**src/rtl/conv_frame_sequencer.sv**
```systemverilog
// Run controller for the binary 3x3 convolution engine: loads the weight word once, then
// walks the input SRAM frame by frame, streaming row words to the datapath until the end marker.
module conv_frame_sequencer #(
    parameter logic [15:0] END_MARKER = 16'h00FF,
    parameter logic [15:0] MIN_DIM    = 16'd3,
    parameter logic [15:0] MAX_DIM    = 16'd16,
    parameter logic [11:0] WGT_ADDR   = 12'd1
) (
    input  logic        clk,
    input  logic        reset_b,
    input  logic        dut_run,
    output logic        dut_busy,
    output logic [11:0] dut_sram_read_address,
    input  logic [15:0] sram_dut_read_data,
    output logic [11:0] dut_wmem_read_address,
    input  logic [15:0] wmem_dut_read_data,
    output logic        weights_load,
    output logic [8:0]  weights_data,
    output logic        frame_start,
    output logic [4:0]  frame_ncols,
    output logic [11:0] out_base_addr,
    output logic        row_valid,
    input  logic        row_ready,
    output logic [15:0] row_data,
    output logic        row_last,
    input  logic        frame_done,
    output logic        dim_error
);

    typedef enum logic [3:0] {
        S_IDLE = 4'd0, S_W_RD = 4'd1, S_W_LD = 4'd2, S_HR = 4'd3, S_HC = 4'd4,
        S_RF   = 4'd5, S_RV   = 4'd6, S_FD   = 4'd7, S_DONE = 4'd8
    } state_t;

    state_t      state_r, state_s;
    logic        wait_r, wait_s;
    logic [11:0] rd_ptr_r, rd_ptr_s, out_base_r, out_base_s;
    logic [11:0] sram_addr_r, sram_addr_s, wmem_addr_r, wmem_addr_s;
    logic [15:0] nrows_r, nrows_s, row_data_r, row_data_s;
    logic [4:0]  row_cnt_r, row_cnt_s, ncols_r, ncols_s, last_cnt_s;
    logic [8:0]  weights_data_r, weights_data_s;
    logic        weights_load_r, weights_load_s, frame_start_r, frame_start_s;
    logic        row_valid_r, row_valid_s, row_last_r, row_last_s;
    logic        busy_r, busy_s, dim_error_r, dim_error_s;
    logic        unused_s;

    function automatic logic dim_illegal(input logic [15:0] dim);
        return (dim < MIN_DIM) || (dim > MAX_DIM);
    endfunction

    assign last_cnt_s = nrows_r[4:0] - 5'd1;
    assign unused_s   = ^wmem_dut_read_data[15:9];

    // Next-state and next-register computation; every memory read spends one wait cycle (wait_r)
    always_comb begin
        state_s        = state_r;
        wait_s         = wait_r;
        rd_ptr_s       = rd_ptr_r;
        out_base_s     = out_base_r;
        sram_addr_s    = sram_addr_r;
        wmem_addr_s    = wmem_addr_r;
        nrows_s        = nrows_r;
        row_data_s     = row_data_r;
        row_cnt_s      = row_cnt_r;
        ncols_s        = ncols_r;
        weights_data_s = weights_data_r;
        weights_load_s = 1'b0;
        frame_start_s  = 1'b0;
        row_valid_s    = row_valid_r;
        row_last_s     = row_last_r;
        busy_s         = busy_r;
        dim_error_s    = dim_error_r;
        case (state_r)
            S_IDLE: begin
                if (dut_run) begin
                    state_s     = S_W_RD;
                    wmem_addr_s = WGT_ADDR;
                    rd_ptr_s    = 12'd0;
                    out_base_s  = 12'd0;
                    dim_error_s = 1'b0;
                    busy_s      = 1'b1;
                end else begin
                    busy_s = 1'b0;
                end
            end
            S_W_RD: begin
                state_s = S_W_LD;
            end
            S_W_LD: begin
                weights_data_s = wmem_dut_read_data[8:0];
                weights_load_s = 1'b1;
                sram_addr_s    = rd_ptr_r;
                wait_s         = 1'b1;
                state_s        = S_HR;
            end
            S_HR: begin
                if (wait_r) begin
                    wait_s = 1'b0;
                end else if (sram_dut_read_data == END_MARKER) begin
                    state_s = S_DONE;
                end else begin
                    nrows_s     = sram_dut_read_data;
                    rd_ptr_s    = rd_ptr_r + 12'd1;
                    sram_addr_s = rd_ptr_r + 12'd1;
                    wait_s      = 1'b1;
                    state_s     = S_HC;
                end
            end
            S_HC: begin
                if (wait_r) begin
                    wait_s = 1'b0;
                end else if (dim_illegal(nrows_r) || dim_illegal(sram_dut_read_data)) begin
                    dim_error_s = 1'b1;
                    state_s     = S_DONE;
                end else begin
                    ncols_s       = sram_dut_read_data[4:0];
                    rd_ptr_s      = rd_ptr_r + 12'd1;
                    sram_addr_s   = rd_ptr_r + 12'd1;
                    frame_start_s = 1'b1;
                    row_cnt_s     = 5'd0;
                    wait_s        = 1'b1;
                    state_s       = S_RF;
                end
            end
            S_RF: begin
                if (wait_r) begin
                    wait_s = 1'b0;
                end else begin
                    row_data_s  = sram_dut_read_data;
                    row_valid_s = 1'b1;
                    row_last_s  = (row_cnt_r == last_cnt_s);
                    state_s     = S_RV;
                end
            end
            S_RV: begin
                if (row_ready) begin
                    row_valid_s = 1'b0;
                    row_last_s  = 1'b0;
                    rd_ptr_s    = rd_ptr_r + 12'd1;
                    row_cnt_s   = row_cnt_r + 5'd1;
                    if (row_cnt_r == last_cnt_s) begin
                        state_s = S_FD;
                    end else begin
                        sram_addr_s = rd_ptr_r + 12'd1;
                        wait_s      = 1'b1;
                        state_s     = S_RF;
                    end
                end else begin
                    state_s = S_RV;
                end
            end
            S_FD: begin
                // Output rows per frame are nrows-2; nrows is already known legal here.
                if (frame_done) begin
                    out_base_s  = out_base_r + ({7'd0, nrows_r[4:0]} - 12'd2);
                    sram_addr_s = rd_ptr_r;
                    wait_s      = 1'b1;
                    state_s     = S_HR;
                end else begin
                    state_s = S_FD;
                end
            end
            S_DONE: begin
                busy_s  = 1'b0;
                state_s = S_IDLE;
            end
            default: begin
                busy_s      = 1'b0;
                row_valid_s = 1'b0;
                row_last_s  = 1'b0;
                wait_s      = 1'b0;
                state_s     = S_IDLE;
            end
        endcase
    end

    // State and output registers with synchronous active-low reset
    always_ff @(posedge clk) begin
        if (!reset_b) begin
            state_r        <= S_IDLE;
            wait_r         <= 1'b0;
            rd_ptr_r       <= 12'd0;
            out_base_r     <= 12'd0;
            sram_addr_r    <= 12'd0;
            wmem_addr_r    <= 12'd0;
            nrows_r        <= 16'd0;
            row_data_r     <= 16'd0;
            row_cnt_r      <= 5'd0;
            ncols_r        <= 5'd0;
            weights_data_r <= 9'd0;
            weights_load_r <= 1'b0;
            frame_start_r  <= 1'b0;
            row_valid_r    <= 1'b0;
            row_last_r     <= 1'b0;
            busy_r         <= 1'b0;
            dim_error_r    <= 1'b0;
        end else begin
            state_r        <= state_s;
            wait_r         <= wait_s;
            rd_ptr_r       <= rd_ptr_s;
            out_base_r     <= out_base_s;
            sram_addr_r    <= sram_addr_s;
            wmem_addr_r    <= wmem_addr_s;
            nrows_r        <= nrows_s;
            row_data_r     <= row_data_s;
            row_cnt_r      <= row_cnt_s;
            ncols_r        <= ncols_s;
            weights_data_r <= weights_data_s;
            weights_load_r <= weights_load_s;
            frame_start_r  <= frame_start_s;
            row_valid_r    <= row_valid_s;
            row_last_r     <= row_last_s;
            busy_r         <= busy_s;
            dim_error_r    <= dim_error_s;
        end
    end

    assign dut_busy              = busy_r;
    assign dut_sram_read_address = sram_addr_r;
    assign dut_wmem_read_address = wmem_addr_r;
    assign weights_load          = weights_load_r;
    assign weights_data          = weights_data_r;
    assign frame_start           = frame_start_r;
    assign frame_ncols           = ncols_r;
    assign out_base_addr         = out_base_r;
    assign row_valid             = row_valid_r;
    assign row_data              = row_data_r;
    assign row_last              = row_last_r;
    assign dim_error             = dim_error_r;

endmodule

```
**config.mk**
```make
export PLATFORM = sky130hd
export DESIGN_NAME = conv_frame_sequencer
export DESIGN_NICKNAME = d
export VERILOG_FILES = /design/src/rtl/conv_frame_sequencer.sv
export SDC_FILE = /design/constraint.sdc
export NUM_CORES = 1
export LEC_CHECK = 0
export ABC_AREA = 1
export BUFFER_PORTS_ARGS = -buffer_cell sky130_fd_sc_hd__buf_2
export CAP_MARGIN = 20
export CORE_UTILIZATION = 28
export DETAILED_ROUTE_END_ITERATION = 10
export HOLD_SLACK_MARGIN = 0.12
export PLACE_DENSITY = 0.52
export SYNTH_ARGS = -nofsm -noshare
export SYNTH_HDL_FRONTEND = slang
export SYNTH_SLANG_ARGS = --single-unit
```
**constraint.sdc**
```tcl
create_clock -name clk -period 2.8 [get_ports clk]
set_clock_uncertainty 0.05 [all_clocks]
set_input_delay 0.28 -clock clk [delete_from_list [all_inputs] [get_ports clk]]
set_output_delay 0.28 -clock clk [all_outputs]
set_load 0.05 [all_outputs]
```
# --- Yosys cells after proc, flatten, opt, wreduce, memory -nomap -nowiden ---
# Index checks and enable logic that the tools add are counted.
word_totals:
  register_bits: 99
  in_bits: 37
  out_inout_bits: 72
  wordCells: 123
classes:
  n_addsub: 5
  magnitude_cmp: 4
  n_eq_ne: 20
  muxes: 47
  bitwise_logic: 5
  reduce_logical: 25
ops:
  columns: ["operator", "n"]
  rows:
  - ["$mux W12", 10]
  - ["$pmux W12 S5", 1]
  - ["$pmux W12 S4", 1]
  - ["$gt A16 B5 Y1 const B", 2]
  - ["$lt A16 B2 Y1 const B", 2]
  - ["$pmux W4 S8", 1]
  - ["$mux W4", 7]
  - ["$pmux W12 S2", 1]
  - ["$ne A2 B2 Y1 const B", 10]
  - ["$eq A16 B8 Y1 const B", 1]
  - ["$eq A4 B3 Y1 const B", 4]
  - ["$reduce_and A4 Y1", 4]
  - ["$mux W1", 15]
  - ["$mux W5", 3]
  - ["$reduce_or A7 Y1", 2]
  - ["$add A12 B1 Y12 const B", 1]
  - ["$add A12 B12 Y12", 1]
  - ["$reduce_and A3 Y1", 4]
  - ["$pmux W5 S2", 1]
  - ["$eq A4 B2 Y1 const B", 2]
  - ["$reduce_and A8 Y1", 1]
  - ["$reduce_and A7 Y1", 1]
  - ["$pmux W1 S3", 2]
  - ["$pmux W1 S6", 1]
  - ["other kinds (17)", 28]

# --- Longest topological paths before layout ---
logic_depth:
  depth_word: 6
  mapped_depth: 14
  ltp_nobuf: 14

# --- Worst setup path before layout ---
# No wires, ideal clock.
synth_timing:
  kind: "reg-to-reg"
  startpoint: "register nrows_r[1]"
  endpoint: "register out_base_r[9], in the netlist out_base_addr[9]"
  setup_time_ns: 0.134
  t_arrival_ns: 1.937
  t_required_ns: 2.616
  setup_slack_ns: 0.679
  stages_incl_launch_ff: 15
  path_buffers: 0
  synth_period_minus_slack_ns: 2.121
  path_cell_list: "dfxtp_1 > inv_1 > ha_1 > nand3_1 > inv_1 > ha_1 > inv_1 > nor3_1 > nand2_1 > nand3_1 > nand3_1 > nand2_1 > nand2_1 > nand3_1 > a21oi_1"
synth_between:
  elab_chain_len: 4
synth_lines:
  columns: ["item", "line", "source"]
  rows:
  - ["start: declaration", "39", "logic [15:0] nrows_r, nrows_s, row_data_r, row_data_s;"]
  - ["start signal: assignment", "204", "nrows_r <= nrows_s;"]
  - ["$sub A5 B2 Y6", "155", "out_base_s = out_base_r + ({7'd0, nrows_r[4:0]} - 12'd2);"]
  - ["$add A12 B12 Y12", "155", null]
  - ["$mux W12", "154", "if (frame_done) begin"]
  - ["$pmux W12 S2", "73", "case (state_r)"]
  - ["end signal: assignment", "201", "out_base_r <= out_base_s;"]
  - ["end: declaration", "37", "logic [11:0] rd_ptr_r, rd_ptr_s, out_base_r, out_base_s;"]
# No other way between the ends. The select of a mux whose other input is x is not followed.
# A chain may end at the register's enable or synchronous reset.

# --- Final worst setup path ---
# Same ends and word-level chain as after synthesis.

==> results.sh <==
export IMPL_synthArstFlopShare_pct=0
export IMPL_fin_crit_ns=2.42
export IMPL_dp_hpwl_um=10000
export IMPL_leakagePower_nw=2.99
export IMPL_grt_pass1_wl_um=22700
export IMPL_post_route_period_util_pct=86.5
export IMPL_grt_max_degree=56
export IMPL_wl_per_cell_um=12.1
export IMPL_final_nets=939
export IMPL_timing_max_transition_violations_final=0
export IMPL_synth_cell_types=43
export IMPL_postPlaceCellArea_mm2=0.00605
export IMPL_cp_common_cell="nand3_1"
export IMPL_die_w_um=141
export IMPL_holdPathStages=3
export IMPL_relSlewSlack_pct=53.2
export IMPL_via_per_inst=4.41
export IMPL_ys_ff_latch=99
export IMPL_synth_edff_count=0
export IMPL_ys_warn_count=0
export IMPL_clockBufferDepth=2
export IMPL_vdd_drop_max_v=0.000308
export IMPL_end_kind="flip-flop"
export IMPL_synthCells=798
export IMPL_final_layout_size_suffix_gt1_share_pct=17.0
export IMPL_place_inst=1127
export IMPL_core_area_mm2=0.0188
export IMPL_via_count=5069
export IMPL_worst_path_buf_inv=3
export IMPL_hold_viol=0
export IMPL_cts_sinks=99
export IMPL_rsz0062_at_grt="false"
export IMPL_drc=0
export IMPL_firstDrtPassIters=5
export IMPL_drtAntennaViolNets=0
export IMPL_holdWs_ns=0.130
export IMPL_r2r_cells=13
export IMPL_outcome="completed"
export IMPL_setup_worst_path_start_class="flip-flop"
export IMPL_cp_required_ns=3.04
export IMPL_area_delta_synth_final_pct=18.5
export IMPL_fin_area_mm2=0.00640
export IMPL_multi_input_area_mm2=0.00288
export IMPL_cts_root_buf="clkbuf_16"
export IMPL_dp_slack_ns=0.362
export IMPL_worstMarginPinSlew_ns=0.697
export IMPL_maxCapViolations=0
export IMPL_tns_ns=0
export IMPL_die_h_um=141
export IMPL_yosysTopAreaCellShare_pct=36.7
export IMPL_cts_clk_slew_worst_paths_ns=0.08
export IMPL_grt_usage_pct=14.3
export IMPL_fillCellCount=2070
export IMPL_syn_area_mm2=0.00540
export IMPL_p_per_area_mw_per_mm2=587
export IMPL_max_freq_ghz=0.413
export IMPL_cp_num_cells=13
export IMPL_cp_slowest_stage_delay_ns=0.38
export IMPL_first_global_vias=4600
export IMPL_ioPinCount=109
export IMPL_seq_area_mm2=0.00198
export IMPL_yosysSeqAreaShare_pct=36.7
export IMPL_h_tree_depth=3
export IMPL_worst_path_max_delay_cell="dfxtp_1"
export IMPL_io_buffer_count=90
export IMPL_drt_initial_drc_count=340
export IMPL_crit_family="simple AND/OR/NAND/NOR gates"
export IMPL_numCtsBuffers=9
export IMPL_cts_tree="built"
export IMPL_synth_area_per_cell_um2=6.77
export IMPL_setup_slack_ns=0.379
export IMPL_std_cell_rows=50
export IMPL_overflow=0
export IMPL_start_util_pct=28.7
export IMPL_die_area_mm2=0.0199
export IMPL_synth_most_common_cell="nand2_1"
export IMPL_path_class="flip-flop to flip-flop"
export IMPL_cts_repair_resized=0
export IMPL_crit_fanout=6
export IMPL_ys_flop_type="dfxtp_1"
export IMPL_antenna_found_initial=1
export IMPL_crit_chain="inv_1, ha_1, nand3_1, inv_1, ha_1, inv_1, nor3_1, nand2_1, nand3_1, nand3_1, nand3_1, nand3_1, a21oi_1"
export IMPL_synthTopCellsByArea="dfxtp_1, nand2_1, nor2_1, a21oi_1, inv_1"
export IMPL_synth_largest_area_cell="dfxtp_1"
export IMPL_critPathArrivalTime_ns=2.66
export IMPL_synthTopCellsByCount="nand2_1, nor2_1, dfxtp_1"
export IMPL_hold_path_class="input port to flip-flop"
export IMPL_clk_latency_ns=0.36
export IMPL_gp_congestion=0.852
export IMPL_final_instance_count_excl_fill=1149
export IMPL_routed_wl_um=13900
export IMPL_setup_viol=0
[path summary, 6_finish.rpt]
kind              slack (ns)                             startpoint                                     to
setup / recovery        0.38                nrows_r[1]$_SDFFE_PN0P_          out_base_addr[9]$_SDFFE_PN0P_
hold / removal          0.13                  wmem_dut_read_data[5]           weights_data[5]$_SDFFE_PN0P_
setup reg to reg        0.38                nrows_r[1]$_SDFFE_PN0P_          out_base_addr[9]$_SDFFE_PN0P_
hold reg to reg         0.40  dut_wmem_read_address[0]$_SDFFE_PN0P_  dut_wmem_read_address[0]$_SDFFE_PN0P_
[registers in the layout, summed over array words and instances (netlist names), 4 cells and up]
name                   flops
out_base_addr             12
dut_sram_read_address     12
rd_ptr_r                  12
nrows_r                   16
row_data                  16
weights_data               9
row_cnt_r                  5
state_r                    4
frame_ncols                5
[worst min-delay path, stage by stage]
cell	delay, ns
buf_2	0.07
o21ai_0	0.07
nor2_1	0.08
[kinds of logic (layout without fill, tap and decap cells)]
family / after synthesis / after routing / share of synthesized area, %
adder cells (fa/ha/maj): 19 / 19 / 4.54
other: 1 / 12 / 0.0694
buffers and inverters: 132 / 212 / 10.7
flip-flops: 99 / 99 / 36.7
AND/OR/NAND/NOR: 399 / 399 / 33.1
AO/OA/AOI/OAI: 140 / 140 / 13.6
XOR/XNOR: 8 / 8 / 1.30
[power by group]
part / internal, mW / switching [mW] / leakage, nW
combinational: 0.271 / 0.635 / 2.04
clock: 0.635 / 0.650 / 0.144
sequential: 1.50 / 0.0685 / 0.802
total: 2.40 / 1.35 / 2.99
[layer usage]
| metal | track usage, % | part of all wire [%] | vias to the layer above |
|---|---|---|---|
| met5 | 0 | 0 | - |
| met4 | 3.09 | 0.87 | 0 |
| met3 | 4.21 | 5.5 | 8 |
| met2 | 21.9 | 42 | 121 |
| met1 | 19.7 | 52 | 2217 |
| li1 | - | - | 2723 |
[cells in the final DEF (no fill, tap or decap), types with 7 or more instances in the layout]
cell	Yosys	final
ha_1	18	18
inv_1	86	86
nand3_1	57	57
nand2_1	169	169
a21oi_1	78	78
dfxtp_1	99	99
buf_2	6	90
nor2_1	117	117
nand2_2	7	7
xor2_1	8	8
nand4_1	16	16
o21ai_0	46	46
buf_4	15	7
conb_1	1	11
clkbuf_16	0	9
[what timing repair did]
item / CTS / global route
hold endpoints to repair: 5 / 0
hold buffers: 5 / 0
setup buffers: 0 / 0
[layout make-up]
cell class              count  share of cell area (%)
inverters                  94                    5.53
repair buffers            102                    8.64
well taps                 260                    5.08
clock buffers               9                    3.52
diodes                      1                  0.0391
clock inverters             7                    1.21
flip-flops and latches     99                    31.0
multi-input cells         577                    45.0
[metrics by stage]
stage / util [%] / power [mW]
6_report: 34.0 / 3.76
5_1_grt: 34.0 / 3.99
4_1_cts: 34.0 / 3.82
3_5_place_dp: 32.1 / 2.50
3_3_place_gp: 32.1 / 2.50
2_1_floorplan: - / 2.34
Power figures use the tool's default switching activity.
